<file path="src/rtl/packet_tx_framer_if.sv">
// Request and byte-stream handshake bundle for the TX packet framer.
// master: upstream responders plus the UART side; slave: the framer itself.
interface packet_tx_framer_if #(
  parameter int MAX_PAYLOAD = 16
);
  logic                     req_valid;
  logic                     req_ready;
  logic [7:0]               req_opcode;
  logic [7:0]               req_len;
  logic [8*MAX_PAYLOAD-1:0] req_payload;
  logic [7:0]               tx_data;
  logic                     tx_valid;
  logic                     tx_ready;

  modport master (
    output req_valid, req_opcode, req_len, req_payload, tx_ready,
    input  req_ready, tx_data, tx_valid
  );

  modport slave (
    input  req_valid, req_opcode, req_len, req_payload, tx_ready,
    output req_ready, tx_data, tx_valid
  );
endinterface

</file>
<file path="src/rtl/packet_tx_framer.sv">
// Device-to-PC packet framer: SYNC, LEN, OPCODE, payload, CRC-8 streamed
// one byte per accepted handshake towards the UART transmitter.
module packet_tx_framer #(
  parameter int         MAX_PAYLOAD = 16,
  parameter logic [7:0] SYNC        = 8'hAA
) (
  input  logic                CLK,
  input  logic                rst,
  packet_tx_framer_if.slave   bus_if,
  output logic                busy,
  output logic                done,
  output logic                err_len
);

  typedef enum logic [2:0] {IDLE, S_SYNC, S_LEN, S_OP, S_PAY, S_CRC} state_t;

  state_t                   state_q, state_d;
  logic [7:0]               op_q, op_d;
  logic [7:0]               len_q, len_d;
  logic [7:0]               idx_q, idx_d;
  logic [7:0]               crc_q, crc_d;
  logic [7:0]               data_q, data_d;
  logic [8*MAX_PAYLOAD-1:0] pay_q, pay_d;
  logic                     done_q, done_d;
  logic                     err_q, err_d;
  logic                     fire;

  // CRC-8, poly 0x07, MSB-first, one byte folded into the running value.
  function automatic logic [7:0] crc8_step(input logic [7:0] crc, input logic [7:0] b);
    logic [7:0] c;
    c = crc ^ b;
    for (int i = 0; i < 8; i++) begin
      c = c[7] ? ((c << 1) ^ 8'h07) : (c << 1);
    end
    return c;
  endfunction

  // Byte mux over the latched payload; out-of-range indices read as zero.
  function automatic logic [7:0] pay_byte(input logic [8*MAX_PAYLOAD-1:0] p,
                                          input logic [7:0] i);
    logic [7:0] b;
    b = 8'h00;
    for (int k = 0; k < MAX_PAYLOAD; k++) begin
      if (i == 8'(k)) b = p[8*k +: 8];
    end
    return b;
  endfunction

  assign bus_if.req_ready = (state_q == IDLE);
  assign bus_if.tx_valid  = (state_q != IDLE);
  assign bus_if.tx_data   = data_q;
  assign busy             = (state_q != IDLE);
  assign done             = done_q;
  assign err_len          = err_q;

  // Next-state, next byte and CRC accumulation; tx_data is computed one
  // step ahead so the output register holds it stable through stalls.
  always_comb begin
    state_d = state_q;
    op_d    = op_q;
    len_d   = len_q;
    idx_d   = idx_q;
    crc_d   = crc_q;
    data_d  = data_q;
    pay_d   = pay_q;
    done_d  = 1'b0;
    err_d   = 1'b0;
    fire    = (state_q != IDLE) && bus_if.tx_ready;
    case (state_q)
      IDLE: begin
        if (bus_if.req_valid) begin
          if (bus_if.req_len > 8'(MAX_PAYLOAD)) begin
            err_d = 1'b1;
          end else begin
            op_d    = bus_if.req_opcode;
            len_d   = bus_if.req_len;
            pay_d   = bus_if.req_payload;
            idx_d   = 8'd0;
            crc_d   = 8'h00;
            data_d  = SYNC;
            state_d = S_SYNC;
          end
        end
      end
      S_SYNC: begin
        if (fire) begin
          data_d  = len_q + 8'd1;
          state_d = S_LEN;
        end
      end
      S_LEN: begin
        if (fire) begin
          crc_d   = crc8_step(crc_q, len_q + 8'd1);
          data_d  = op_q;
          state_d = S_OP;
        end
      end
      S_OP: begin
        if (fire) begin
          crc_d = crc8_step(crc_q, op_q);
          if (len_q == 8'd0) begin
            data_d  = crc_d;
            state_d = S_CRC;
          end else begin
            idx_d   = 8'd0;
            data_d  = pay_byte(pay_q, 8'd0);
            state_d = S_PAY;
          end
        end
      end
      S_PAY: begin
        if (fire) begin
          crc_d = crc8_step(crc_q, pay_byte(pay_q, idx_q));
          if (idx_q == len_q - 8'd1) begin
            data_d  = crc_d;
            state_d = S_CRC;
          end else begin
            idx_d  = idx_q + 8'd1;
            data_d = pay_byte(pay_q, idx_q + 8'd1);
          end
        end
      end
      S_CRC: begin
        if (fire) begin
          done_d  = 1'b1;
          data_d  = 8'h00;
          state_d = IDLE;
        end
      end
      default: state_d = IDLE;
    endcase
  end

  // State and datapath registers; reset aborts any packet in flight.
  always_ff @(posedge CLK) begin
    if (rst) begin
      state_q <= IDLE;
      idx_q   <= 8'd0;
      crc_q   <= 8'h00;
      data_q  <= 8'h00;
      done_q  <= 1'b0;
      err_q   <= 1'b0;
    end else begin
      state_q <= state_d;
      idx_q   <= idx_d;
      crc_q   <= crc_d;
      data_q  <= data_d;
      done_q  <= done_d;
      err_q   <= err_d;
    end
    op_q  <= op_d;
    len_q <= len_d;
    pay_q <= pay_d;
  end

endmodule
</file>
<file path="src/flat_wrapper.sv">
// flat-port wrapper written by rule: the top's interface ports become plain ports
module packet_tx_framer_flat 
#(
  parameter int         MAX_PAYLOAD = 16,
  parameter logic [7:0] SYNC        = 8'hAA
)
  (CLK, rst, busy, done, err_len, bus_if_req_valid, bus_if_req_opcode, bus_if_req_len, bus_if_req_payload, bus_if_tx_ready, bus_if_req_ready, bus_if_tx_data, bus_if_tx_valid);
  packet_tx_framer_if #(.MAX_PAYLOAD(MAX_PAYLOAD)) bus_if_i ();
  input  logic CLK;
  input  logic rst;
  output logic busy;
  output logic done;
  output logic err_len;
  input wire logic [$bits(bus_if_i.req_valid)-1:0] bus_if_req_valid;
  input wire logic [$bits(bus_if_i.req_opcode)-1:0] bus_if_req_opcode;
  input wire logic [$bits(bus_if_i.req_len)-1:0] bus_if_req_len;
  input wire logic [$bits(bus_if_i.req_payload)-1:0] bus_if_req_payload;
  input wire logic [$bits(bus_if_i.tx_ready)-1:0] bus_if_tx_ready;
  output wire logic [$bits(bus_if_i.req_ready)-1:0] bus_if_req_ready;
  output wire logic [$bits(bus_if_i.tx_data)-1:0] bus_if_tx_data;
  output wire logic [$bits(bus_if_i.tx_valid)-1:0] bus_if_tx_valid;
  assign bus_if_i.req_valid = bus_if_req_valid;
  assign bus_if_i.req_opcode = bus_if_req_opcode;
  assign bus_if_i.req_len = bus_if_req_len;
  assign bus_if_i.req_payload = bus_if_req_payload;
  assign bus_if_i.tx_ready = bus_if_tx_ready;
  assign bus_if_req_ready = bus_if_i.req_ready;
  assign bus_if_tx_data = bus_if_i.tx_data;
  assign bus_if_tx_valid = bus_if_i.tx_valid;
  packet_tx_framer #(.MAX_PAYLOAD(MAX_PAYLOAD), .SYNC(SYNC)) u_core (.CLK(CLK), .rst(rst), .bus_if(bus_if_i), .busy(busy), .done(done), .err_len(err_len));
endmodule
</file>
<file path="config.mk">
export PLATFORM = sky130hd
export DESIGN_NAME = packet_tx_framer_flat
export DESIGN_NICKNAME = d
export VERILOG_FILES = /design/src/rtl/packet_tx_framer_if.sv /design/src/rtl/packet_tx_framer.sv /design/src/flat_wrapper.sv
export SDC_FILE = /design/constraint.sdc
export NUM_CORES = 1
export LEC_CHECK = 0
export ABC_CLOCK_PERIOD_IN_PS = 10080
export BUFFER_PORTS_ARGS = -buffer_cell sky130_fd_sc_hd__buf_2
export CAP_MARGIN = 0
export CORE_MARGIN = 10
export CORE_UTILIZATION = 58
export CTS_CLUSTER_DIAMETER = 60
export DETAILED_ROUTE_END_ITERATION = 7
export PLACE_DENSITY = 0.81
export SETUP_SLACK_MARGIN = 0.4
export SLEW_MARGIN = 15
export SYNTH_ARGS = -nofsm -noshare
export SYNTH_HDL_FRONTEND = slang
export SYNTH_SLANG_ARGS = --single-unit
</file>
<file path="constraint.sdc">
create_clock -name CLK -period 10.08 [get_ports CLK]
set_input_delay 0.504 -clock CLK [delete_from_list [all_inputs] [get_ports CLK]]
set_output_delay 0.504 -clock CLK [all_outputs]
set_load 0.01 [all_outputs]
</file>
# Word level (Yosys, flattened, before mapping)
# Cells that the tools add are included.
[word_totals] output_inout_bits=13 inputBits=148 word_cells=197 ff_bits=173
[classes] n_bitwise=31 n_lt_le_gt_ge=1 mux=91 eq_ne=46 reduce_logical=16 addsub=3
[op_table] operator="8-bit 2-to-1 mux" count=52
[op_table] operator="8-bit by 4-bit == test with 1-bit output (second input constant)" count=16
[op_table] operator="3-bit 2-to-1 mux" count=32
[op_table] operator="3-bit inverter" count=24
[op_table] operator="8-bit by 3-bit == test with 1-bit output (second input constant)" count=8
[op_table] operator="8-bit one-hot mux with 6 select lines" count=1
[op_table] operator="8-bit by 2-bit == test with 1-bit output (second input constant)" count=4
[op_table] operator="8-bit one-hot mux with 4 select lines" count=1
[op_table] operator="8-bit zero test" count=3
[op_table] operator="8-bit one-hot mux with 3 select lines" count=1
[op_table] operator="8-bit XOR" count=3
[op_table] operator="3-bit one-hot mux with 6 select lines" count=1
[op_table] operator="8-bit by 1-bit adder with 8-bit output (second input constant)" count=2
[op_table] operator="8-bit by 1-bit == test with 1-bit output (second input constant)" count=2
[op_table] operator="8-bit AND reduction" count=2
[op_table] operator="2-bit by 1-bit != test with 1-bit output (second input constant)" count=6
[op_table] operator="8-bit == test" count=1
[op_table] operator="8-bit by 5-bit greater-than comparator with 1-bit output (second input constant)" count=1
[op_table] operator="2-bit != test (second input constant)" count=4
[op_table] operator="8-bit by 1-bit subtractor with 8-bit output (second input constant)" count=1
[op_table] operator="7-bit AND reduction" count=1
[op_table] operator="3-bit by 2-bit == test with 1-bit output (second input constant)" count=2
[op_table] operator="3-bit == test (second input constant)" count=2
[op_table] operator="6-bit AND reduction" count=1
[op_table] operator="11 further kinds" count=17

# Longest topological paths before layout
[logic_depth] depth_word=39 ltp_mapped=17 ltp_nobuf=12

# Least setup slack after synthesis
# OpenSTA, ideal clock, no wires.
[synth_path] path_kind="in2reg" startpoint="input bus_if_req_len[1]" endpoint="register u_core.len_q[0], enable pin" path_buffers=0 path_stages=3 slack_ns=2.433 setup_ns=0.650 required_time_ns=9.430 t_arrival_ns=6.998 cell_sequence="o41ai_1 nand2_1 nor2_1"
[synth_between] elab_chain_cells=3
[synth_lines] item="start, declared" line="flat_wrapper.sv:16" source="input wire logic [$bits(bus_if_i.req_len)-1:0] bus_if_req_len;"
[synth_lines] item="8-bit by 5-bit greater-than comparator with 1-bit output" line="packet_tx_framer.sv:72" source="if (bus_if.req_len > 8'(MAX_PAYLOAD)) begin"
[synth_lines] item="1-bit inverter (no line)"
[synth_lines] item="3-bit AND reduction (no line)"
[synth_lines] item="end signal, assigned" line="packet_tx_framer.sv:152" source="len_q <= len_d;"
[synth_lines] item="end, declared" line="packet_tx_framer.sv:19" source="logic [7:0] len_q, len_d;"
# No other way between the ends.
# A chain may end at the register's enable or synchronous reset.

# Final worst setup path
[layout_path] startpoint="register u_core.idx_q[0]" endpoint="register u_core.crc_q[3]"
[layout_between] elab_chain_cells=27 elab_cells_between_ends=44 classes_between="eq/ne (15); mux (24); bitwise (4); reduce/logical (1)"
[layout_lines] item="start, declared" line="packet_tx_framer.sv:20" source="logic [7:0] idx_q, idx_d;"
[layout_lines] item="start signal, assigned" line="packet_tx_framer.sv:145" source="idx_q <= idx_d;"
[layout_lines] item="8-bit zero test" line="packet_tx_framer.sv:44" source="if (i == 8'(k)) b = p[8*k +: 8];"
[layout_lines] item="8-bit 2-to-1 mux (15 in series)" line="packet_tx_framer.sv:44"
[layout_lines] item="8-bit 2-to-1 mux (*)" line="packet_tx_framer.sv:44"
[layout_lines] item="8-bit 2-to-1 mux (*)" line="packet_tx_framer.sv:112" source="if (fire) begin"
[layout_lines] item="8-bit 2-to-1 mux (*)" line="packet_tx_framer.sv:69" source="case (state_q)"
[layout_lines] item="8-bit XOR (*)" line="packet_tx_framer.sv:31" source="c = crc ^ b;"
[layout_lines] item="3-bit 2-to-1 mux" line="packet_tx_framer.sv:33" source="c = c[7] ? ((c << 1) ^ 8'h07) : (c << 1);"
[layout_lines] item="3-bit inverter (no line)"
[layout_lines] item="3-bit 2-to-1 mux" line="packet_tx_framer.sv:33"
[layout_lines] item="3-bit inverter (no line)"
[layout_lines] item="3-bit 2-to-1 mux (*)" line="packet_tx_framer.sv:33"
[layout_lines] item="8-bit 2-to-1 mux (*)" line="packet_tx_framer.sv:112"
[layout_lines] item="8-bit one-hot mux with 4 select lines (*)" line="packet_tx_framer.sv:69"
[layout_lines] item="end signal, assigned" line="packet_tx_framer.sv:146" source="crc_q <= crc_d;"
[layout_lines] item="end, declared" line="packet_tx_framer.sv:21" source="logic [7:0] crc_q, crc_d;"
# Mark *: on every way between the ends. The rest lies on a longest branch, timed or not. The select of a mux whose other input is x is not followed.

==> key figures <==
Yosys
  • Yosys cell types: 85
  • Leading post-synthesis cells by cell area: edfxtp_1, dfxtp_1, xnor2_1
  • Synthesized area: 10840 um2
  • Commonest cells post-synth: edfxtp_1, nand2_1, a21oi_1, o21ai_0, nor2_1
  • Post-Syn Instances: 1151
  • Synth warnings: 0
  • Synth async-reset ratio: 0%
  • Avg Cell Area, Syn: 9.415 um2
  • Most frequent cell after synthesis: edfxtp_1
  • Ys flop type: edfxtp_1
  • Post-synth top area share: 39.90%
  • Post-synth EDFFs: 144
  • Seq/Total Area, Yosys: 45.26%
  • Syn nets: 1308
  • Synth area leader: edfxtp_1
  • Register bit total from synthesis: 173

Worst setup path
  • CP endpoint kind: register
  • R2R Setup Slk: 5460 ps
  • WP data required: 10380 ps
  • Reg2reg start: u_core.idx_q[0]$_SDFFE_PP0P_
  • Reg2Reg Depth: 13
  • Crit. Startpoint: u_core.idx_q[0]$_SDFFE_PP0P_
  • CP Launch Type: register
  • Critical path endpoint: u_core.crc_q[3]$_SDFFE_PP0P_
  • Worst Path Max Fanout: 62
  • WP data arrival: 4920 ps
  • Worst reg2reg endpoint: u_core.crc_q[3]$_SDFFE_PP0P_
  • Kind of critical path: register to register

STA
  • Slew Limit Headroom: 13.15%
  • Final Hold Vio Count: 0
  • Max-slew violation count: 0
  • FMAX: 216.3 MHz
  • Fin crit share: 45.86%
  • Min Hold Slack: 229.0 ps
  • Unrepaired setup endpoints after global routing: false
  • Min Tclk post-route: 4623 ps
  • Setup Viol. Count Final: 0
  • Setup TNS: 0 ps
  • Worst Tran Pin Value: 1291 ps
  • Final Skew: 9.515 ps
  • Post-route setup slack: 5457 ps

Final layout
  • Syn-to-layout area delta: 13.44%
  • Fill count: 1473
  • Proportion of layout cells with a drive suffix above 1: 18.53%
  • Final core utilization: 67.74%
  • Number of nets in the layout: 1412

GRT
  • Gr ovfl total: 0
  • Number of global-route vias before repair: 10280
  • Largest net degree at the start of global routing: 86
  • First-pass GRT wire length: 58300 um
  • Antenna violations before repair: 0
  • GR Util All Layers: 30.77%

Job
  • Max_cap viols: 0

Hold path
  • Class of the worst hold path: input port to register

Floorplanning
  • Initial Utilization: 59.71%
  • Row Count: 49
  • Chip width: 156.7 um
  • Core ar.: 18150 um2
  • Boundary Pins: 161
  • Die area: 24550 um2
  • Chip Height: 156.7 um

Power and ir drop
  • Final Total Pwr: 1528 uW
  • Pwr Density: 124.3 nW/um2
  • P_leak: 0.004359 uW
  • VDD IR-drop max: 0.1512 mV

Route
  • Metal1 wirelength: 14100 um
  • WL/cell: 25.75 um
  • Post-route ant nets: 0
  • Vias: 10490
  • Vias per std cell: 7.003
  • DR pass1 iterations: 7
  • Met2 WL: 16990 um
  • WL final: 38570 um
  • DR WL met3: 4707 um
  • Drt initial violations: 1442
  • # DRC: 0
  • Top sig layer: met5

CTS
  • Worst-case clock buffer depth: 2
  • CTS clk-pin slew, worst paths: 70 ps
  • Post-CTS setup buffer count: 0
  • CTS resizes: 0
  • Max H-tree Level: 4
  • Hold-fix buffers at CTS: 0
  • Worst skew pair latency: 440 ps
  • TritonCTS clock tree: built
  • Total CTS buffers: 17
  • Clk root buf: clkbuf_16
  • Clk sinks: 173

Place
  • Final HPWL DP: 28120 um
  • I/O Buffers: 160
  • Placer's final routability congestion estimate: 1.058
  • DP Worst Slack: 5645 ps

Status
  • Status: finished clean
-- where the power goes --
group	switching [uW]	internal [uW]	leakage [uW]	total, uW
clock network	306	349	0.000282	655
registers	8.99	784	0.00154	793
logic	41.4	39.0	0.00254	80.4
total	356	1170	0.00436	1530
-- critical path, stage by stage (launching register included) --
cell      delay [ps]
dfxtp_1          510
ha_2             230
buf_4            520
inv_1            440
buf_4            340
nor2_1           290
nand3b_1         170
o211ai_1         120
a21oi_1          140
o32ai_2          380
xor2_2           350
xnor3_1          490
a222oi_1         410
a211oi_2          90
-- metal layers --
metal | global-route usage, % | vias up
li1 | - | 4601
met1 | 37.29 | 4837
met2 | 46.84 | 855
met3 | 8.498 | 196
met4 | 21.39 | 2
met5 | 0 | -
-- per-stage QoR --
step	instances	instance area, um2
floorplan	1151	10840
global placement	1465	11710
detailed placement	1465	11710
CTS	1497	12290
global route	1497	12290
finish	1498	12290
-- sequential cells by signal, indices dropped and copies added (netlist names) --
signal and cells:
u_core.crc_q 8, u_core.done 1, u_core.bus_if.tx_data 8, u_core.op_q 8
u_core.pay_q 128, u_core.len_q 8, u_core.err_len 1, u_core.state_q 3
u_core.idx_q 8
-- worst min path at each step --
stage | start | to | slack (ps) | cells past startpoint
after global routing | bus_if_req_payload[61] | u_core.pay_q[61]$_DFFE_PP_ | 220 | 1
after detailed placement | u_core.bus_if.tx_data[3]$_SDFFE_PP0P_ | u_core.bus_if.tx_data[3]$_SDFFE_PP0P_ | 530 | 2
after CTS | bus_if_req_payload[106] | u_core.pay_q[106]$_DFFE_PP_ | 230 | 1
after floorplan | u_core.crc_q[1]$_SDFFE_PP0P_ | u_core.crc_q[1]$_SDFFE_PP0P_ | 520 | 2
final | bus_if_req_payload[106] | u_core.pay_q[106]$_DFFE_PP_ | 230 | 1
after global placement | u_core.bus_if.tx_data[3]$_SDFFE_PP0P_ | u_core.bus_if.tx_data[3]$_SDFFE_PP0P_ | 530 | 2
-- cells by family (layout without fill, tap and decap cells) --
kind of cell,Yosys count,after routing,synth area share (%)
flip-flops,173,173,45.26
AND/OR/NAND/NOR,389,389,18.14
multiplexers,8,8,0.7620
AO/OA/AOI/OAI,372,372,23.35
other,0,1,0
XOR/XNOR,81,81,7.020
adder cells (fa/ha/maj),9,9,1.039
buffers and inverters,119,236,4.434
-- area by class of cell --
class / count / area [um2] / area share [%]
Multi-Input combinational cell: 859 / 5470 / 44.50
Sequential cell: 173 / 4905 / 39.90
Timing Repair Buffer: 182 / 965.9 / 7.858
Clock buffer: 17 / 425.4 / 3.461
Tap cell: 229 / 286.5 / 2.331
Clock inverter: 15 / 155.1 / 1.262
Inverter: 22 / 82.58 / 0.6718
Antenna cell: 1 / 2.502 / 0.02036
-- cells in the final DEF, fill, tap and decap left out, types with 21 or more instances in the layout --
cell type / count
nand2_1: 116
a31oi_1: 21
buf_2: 160
nor2_1: 70
edfxtp_1: 144
inv_1: 22
nand3_1: 36
xnor2_1: 55
xor2_1: 22
buf_4: 22
o21ai_0: 73
a21oi_1: 83
nor3_1: 32
dfxtp_1: 29
No activity file was read; power rests on OpenSTA's default activity.
